==> src/rtl/game_ctrl.sv <==
// Game sequencer: IDLE -> SERVE -> PLAY -> WIN/LOSE -> IDLE, tracking lives and
// a saturating block-hit score. Frame-based timers pace SERVE and the end screens.
module game_ctrl #(
  parameter int LIVES_INIT   = 3,
  parameter int SERVE_FRAMES = 60,
  parameter int END_FRAMES   = 120
) (
  input  logic       clk,
  input  logic       rst,
  input  logic       start,
  input  logic       pause,
  input  logic       frame_tick,
  input  logic       ball_lost,
  input  logic [9:0] collide_block,
  input  logic [9:0] alive_mask,
  output logic       run_en,
  output logic       serve,
  output logic       blocks_reset,
  output logic [1:0] lives,
  output logic [7:0] score,
  output logic [2:0] state
);

  typedef enum logic [2:0] {
    S_IDLE  = 3'd0,
    S_SERVE = 3'd1,
    S_PLAY  = 3'd2,
    S_WIN   = 3'd3,
    S_LOSE  = 3'd4
  } state_t;

  localparam logic [7:0] SERVE_LOAD = 8'(SERVE_FRAMES);
  localparam logic [7:0] END_LOAD   = 8'(END_FRAMES);
  localparam logic [1:0] LIVES_LOAD = 2'(LIVES_INIT);

  state_t     state_q, state_d;
  logic [7:0] cnt_q, cnt_d;
  logic [1:0] lives_q, lives_d;
  logic [7:0] score_q, score_d;
  logic       blocks_reset_q, blocks_reset_d;
  logic [3:0] hits;
  logic [8:0] score_sum;

  always_comb begin
    hits = '0;
    for (int i = 0; i < 10; i++) begin
      hits = hits + 4'(collide_block[i]);
    end
    score_sum = {1'b0, score_q} + {5'b0, hits};
  end

  always_ff @(posedge clk) begin
    if (rst) begin
      state_q        <= S_IDLE;
      cnt_q          <= '0;
      lives_q        <= '0;
      score_q        <= '0;
      blocks_reset_q <= 1'b0;
    end else begin
      state_q        <= state_d;
      cnt_q          <= cnt_d;
      lives_q        <= lives_d;
      score_q        <= score_d;
      blocks_reset_q <= blocks_reset_d;
    end
  end

  always_comb begin
    state_d        = state_q;
    cnt_d          = cnt_q;
    lives_d        = lives_q;
    score_d        = score_q;
    blocks_reset_d = 1'b0;
    run_en         = 1'b0;
    serve          = 1'b0;

    unique case (state_q)
      S_IDLE: begin
        if (start) begin
          state_d        = S_SERVE;
          cnt_d          = SERVE_LOAD;
          lives_d        = LIVES_LOAD;
          score_d        = '0;
          blocks_reset_d = 1'b1;
        end
      end

      S_SERVE: begin
        serve = 1'b1;
        if (frame_tick) begin
          cnt_d = cnt_q - 8'd1;
          if (cnt_q <= 8'd1) begin
            state_d = S_PLAY;
          end
        end
      end

      S_PLAY: begin
        run_en = ~pause;
        if (!pause) begin
          score_d = score_sum[8] ? 8'hFF : score_sum[7:0];
          // Clearing the last block wins even if the ball drops in the same cycle.
          if (alive_mask == '0) begin
            state_d = S_WIN;
            cnt_d   = END_LOAD;
          end else if (ball_lost) begin
            if (lives_q <= 2'd1) begin
              lives_d = '0;
              state_d = S_LOSE;
              cnt_d   = END_LOAD;
            end else begin
              lives_d = lives_q - 2'd1;
              state_d = S_SERVE;
              cnt_d   = SERVE_LOAD;
            end
          end
        end
      end

      S_WIN, S_LOSE: begin
        if (frame_tick) begin
          cnt_d = cnt_q - 8'd1;
          if (cnt_q <= 8'd1) begin
            state_d = S_IDLE;
          end
        end
      end

      default: begin
        state_d = S_IDLE;
      end
    endcase
  end

  assign blocks_reset = blocks_reset_q;
  assign lives        = lives_q;
  assign score        = score_q;
  assign state        = state_q;

endmodule

==> config.mk <==
export PLATFORM = sky130hd
export DESIGN_NAME = game_ctrl
export DESIGN_NICKNAME = d
export VERILOG_FILES = /design/src/rtl/game_ctrl.sv
export SDC_FILE = /design/constraint.sdc
export NUM_CORES = 1
export LEC_CHECK = 0
export BUFFER_PORTS_ARGS = -buffer_cell sky130_fd_sc_hd__buf_2
export CORE_MARGIN = 4
export CORE_UTILIZATION = 55
export DETAILED_ROUTE_END_ITERATION = 6
export PLACE_DENSITY_LB_ADDON = 0.3
export SLEW_MARGIN = 20
export SYNTH_ARGS = -nofsm -noshare
export SYNTH_HDL_FRONTEND = slang
export SYNTH_SLANG_ARGS = --single-unit
==> constraint.sdc <==
create_clock -name clk -period 6.75 [get_ports clk]
set_clock_uncertainty 0.05 [all_clocks]
set_input_delay 1.0125 -clock clk [delete_from_list [all_inputs] [get_ports clk]]
set_output_delay 1.0125 -clock clk [all_outputs]
set_load 0.01 [all_outputs]
==> impl_metrics.env <==
export IMPL_crit_top_cell="fa_1"
export IMPL_reg2reg_slack_ps=3600
export IMPL_globalRouteOverflowTotal=0
export IMPL_vias=1508
export IMPL_placed_area_um2=1790
export IMPL_power_density_nw_per_um2=192
export IMPL_wirelength_mm=3.51
export IMPL_fin_crit_sh=0.599
export IMPL_diodes=0
export IMPL_synth_cell_types=49
export IMPL_rr_endpoint="score[0]"
export IMPL_drtAntennaViolNets=0
export IMPL_cts_setup_buffers=0
export IMPL_holdCritPathClass="flip-flop to flip-flop"
export IMPL_dp_worst_setup_slack_ps=2360
export IMPL_cp_num_buf_inv=3
export IMPL_antenna_found_initial=0
export IMPL_fin_area_um2=1840
export IMPL_path_class="input pin to flip-flop"
export IMPL_cp_slowest_cell="fa_1"
export IMPL_die_h_um=61.3
export IMPL_layout_setup_ws_ps=2710
export IMPL_layout_area_seq_um2=440
export IMPL_clock_sinks=22
export IMPL_ys_warn_count=0
export IMPL_grt_pass1_vias=1381
export IMPL_relSlewSlack=0.290
export IMPL_holdWs_ps=445
export IMPL_end_kind="flip-flop"
export IMPL_cts_inserted_buffers=3
export IMPL_multi_input_area_um2=1020
export IMPL_area_delta_synth_final_pct=17.7
export IMPL_ys_flop_type="dfxtp_1"
export IMPL_arrival_ps=4200
export IMPL_holdCritStartpoint="score[0]"
export IMPL_gr_usage_all_layers=0.198
export IMPL_synth_seq_area_share=0.282
export IMPL_tightest_slew_ps=1060
export IMPL_hpwl_mm=2.78
export IMPL_drtPass1Iterations=4
export IMPL_maxCapViolCount=0
export IMPL_clock_latency_ps=320
export IMPL_ir_drop_mv=0.167
export IMPL_stdcell_count=258
export IMPL_syn_area_um2=1560
export IMPL_synth_seq_cells=22
export IMPL_status="completed"
export IMPL_rows=19
export IMPL_synthCells=188
export IMPL_reg2regPathDepth=11
export IMPL_path_max_fanout=5
export IMPL_synth_edf_count=0
export IMPL_path_cells="buf_2 > fa_1 > inv_1 > fa_1 > fa_1 > fa_1 > inv_1 > fa_1 > a211oi_1 > nor2_1 > and2_1 > o21ai_0 > a21oi_1"
export IMPL_holdPathEnd="score[0]"
export IMPL_gp_congestion=0.847
export IMPL_r2r_start="score[0]"
export IMPL_fmax_ghz=0.247
export IMPL_setup_viol=0
export IMPL_drive_gt1_frac=0.247
export IMPL_coreArea_um2=2730
export IMPL_cp_top_family="adder cells"
export IMPL_nets=268
export IMPL_fill_cells=238
export IMPL_min_period_ps=4040
export IMPL_clk_pin_slew_ps=130
export IMPL_grt_pass1_wl_mm=5.81
export IMPL_syn_nets=228
export IMPL_cts_resized=0
export IMPL_p_leak_nw=0.853
export IMPL_async_flop_share=0
export IMPL_htreeDepth=1
export IMPL_die_width_um=61.3
export IMPL_finalSetupTns_ps=0
export IMPL_cts_tree="done"
export IMPL_first_iter_violations=115
export IMPL_ios=42
export IMPL_holdPathStages=2
export IMPL_drv_slew=0
export IMPL_slowest_delay_ps=540
export IMPL_hold_viol=0
export IMPL_syn_area_per_cell_um2=8.32
export IMPL_crit_required_ps=6900
export IMPL_initial_utilization=0.572
export IMPL_die_area_um2=3760
export IMPL_vias_per_cell=5.84
export IMPL_root_buffer="clkbuf_4"
export IMPL_dp_cells=254
export IMPL_io_buffers=41
export IMPL_drc=0
export IMPL_grt_start_max_net_pins=22
export IMPL_cts_hold_buffers=0
export IMPL_rsz0062_at_grt="false"
export IMPL_cts_max_path_buffers=2
export IMPL_wl_per_cell_um=13.6
export IMPL_start_kind="input pin"
layout make-up:
| cell class | count | share of cell area |
|---|---|---|
| Tap cell | 31 | 0.0211 |
| Clock buffer | 3 | 0.0122 |
| Sequential cell | 22 | 0.239 |
| Inverter | 19 | 0.0387 |
| Multi-Input combinational cell | 140 | 0.557 |
| Timing Repair Buffer | 42 | 0.116 |
| Clock inverter | 1 | 0.0163 |
per-layer routing:
| layer | GRT usage | share of wire | wire length [um] | vias to the layer above |
|---|---|---|---|---|
| met4 | 0.0310 | 0.0028 | 10 | 0 |
| met5 | 0 | 0 | 0 | - |
| li1 | - | - | - | 762 |
| met2 | 0.341 | 0.48 | 1690 | 43 |
| met3 | 0.0461 | 0.054 | 190 | 2 |
| met1 | 0.256 | 0.46 | 1620 | 701 |
power breakdown:
part | internal, mW | switching, mW
combinational | 0.0462 | 0.0587
sequential | 0.137 | 0.00869
clock | 0.0601 | 0.0420
synth_stat cells (all sizes together), types with 4 or more instances:
cell type | n | area [um2]
a211oi | 5 | 37.5
a21oi | 16 | 83.8
a31oi | 5 | 31.3
clkbuf | 6 | 22.5
dfxtp | 22 | 440
fa | 7 | 140
ha | 7 | 87.6
inv | 19 | 71.3
nand2 | 13 | 48.8
nor2 | 15 | 56.3
nor2b | 6 | 37.5
nor3 | 9 | 50.1
nor4b | 4 | 35.0
o21ai | 7 | 35.0
how the worst max path moves through the flow:
stage	slack [ps]	cells past startpoint	start	endpoint
finish	2710	13	collide_block[5]	score[0]
global route	2460	13	collide_block[5]	score[2]
CTS	2700	13	collide_block[5]	score[0]
detailed placement	2360	13	collide_block[5]	score[0]
global placement	2440	13	collide_block[0]	score[2]
floorplan	2630	12	collide_block[0]	score[2]
worst reg2reg max path: stages (launching register included):
cell	delay [ps]
dfxtp_1	380
inv_1	80
fa_1	490
fa_1	500
fa_1	180
inv_1	60
fa_1	410
a211oi_1	290
nor2_1	110
and2_1	210
o21ai_0	170
a21oi_1	90
registers in the layout (all words and copies together), names as in the netlist:
signal,count
cnt_q,8
blocks_reset,1
score,8
state,3
lives,2
logic make-up (layout without fill, tap and decap cells):
group,count (synthesis),count (layout),synth area share
DFF,22,22,0.282
adders and majority gates,14,14,0.146
buffers and inverters,26,65,0.0672
muxes,2,2,0.0136
xor gates and xnor gates,3,3,0.0168
AOI/OAI and AO/OA,53,53,0.237
and+or+nand+nor,68,68,0.238
layout by cell type (no fill, tap or decap), types with 5 or more instances in the layout:
master	netlist	layout
buf_2	0	41
dfxtp_1	22	22
inv_1	19	19
nor2_1	15	15
a21oi_1	15	15
nand2_1	13	13
nor3_1	8	8
o21ai_0	7	7
fa_1	7	7
ha_1	7	7
nor2b_1	6	6
a211oi_1	5	5
a31oi_1	5	5
metrics by stage:
stage,utilization,power (mW)
final,0.673,0.353
after global routing,0.673,0.375
after CTS,0.673,0.355
after detailed placement,0.654,0.254
after global placement,0.654,0.249
after floorplan,-,0.225
Note: power is estimated with default switching activity, not from simulation.
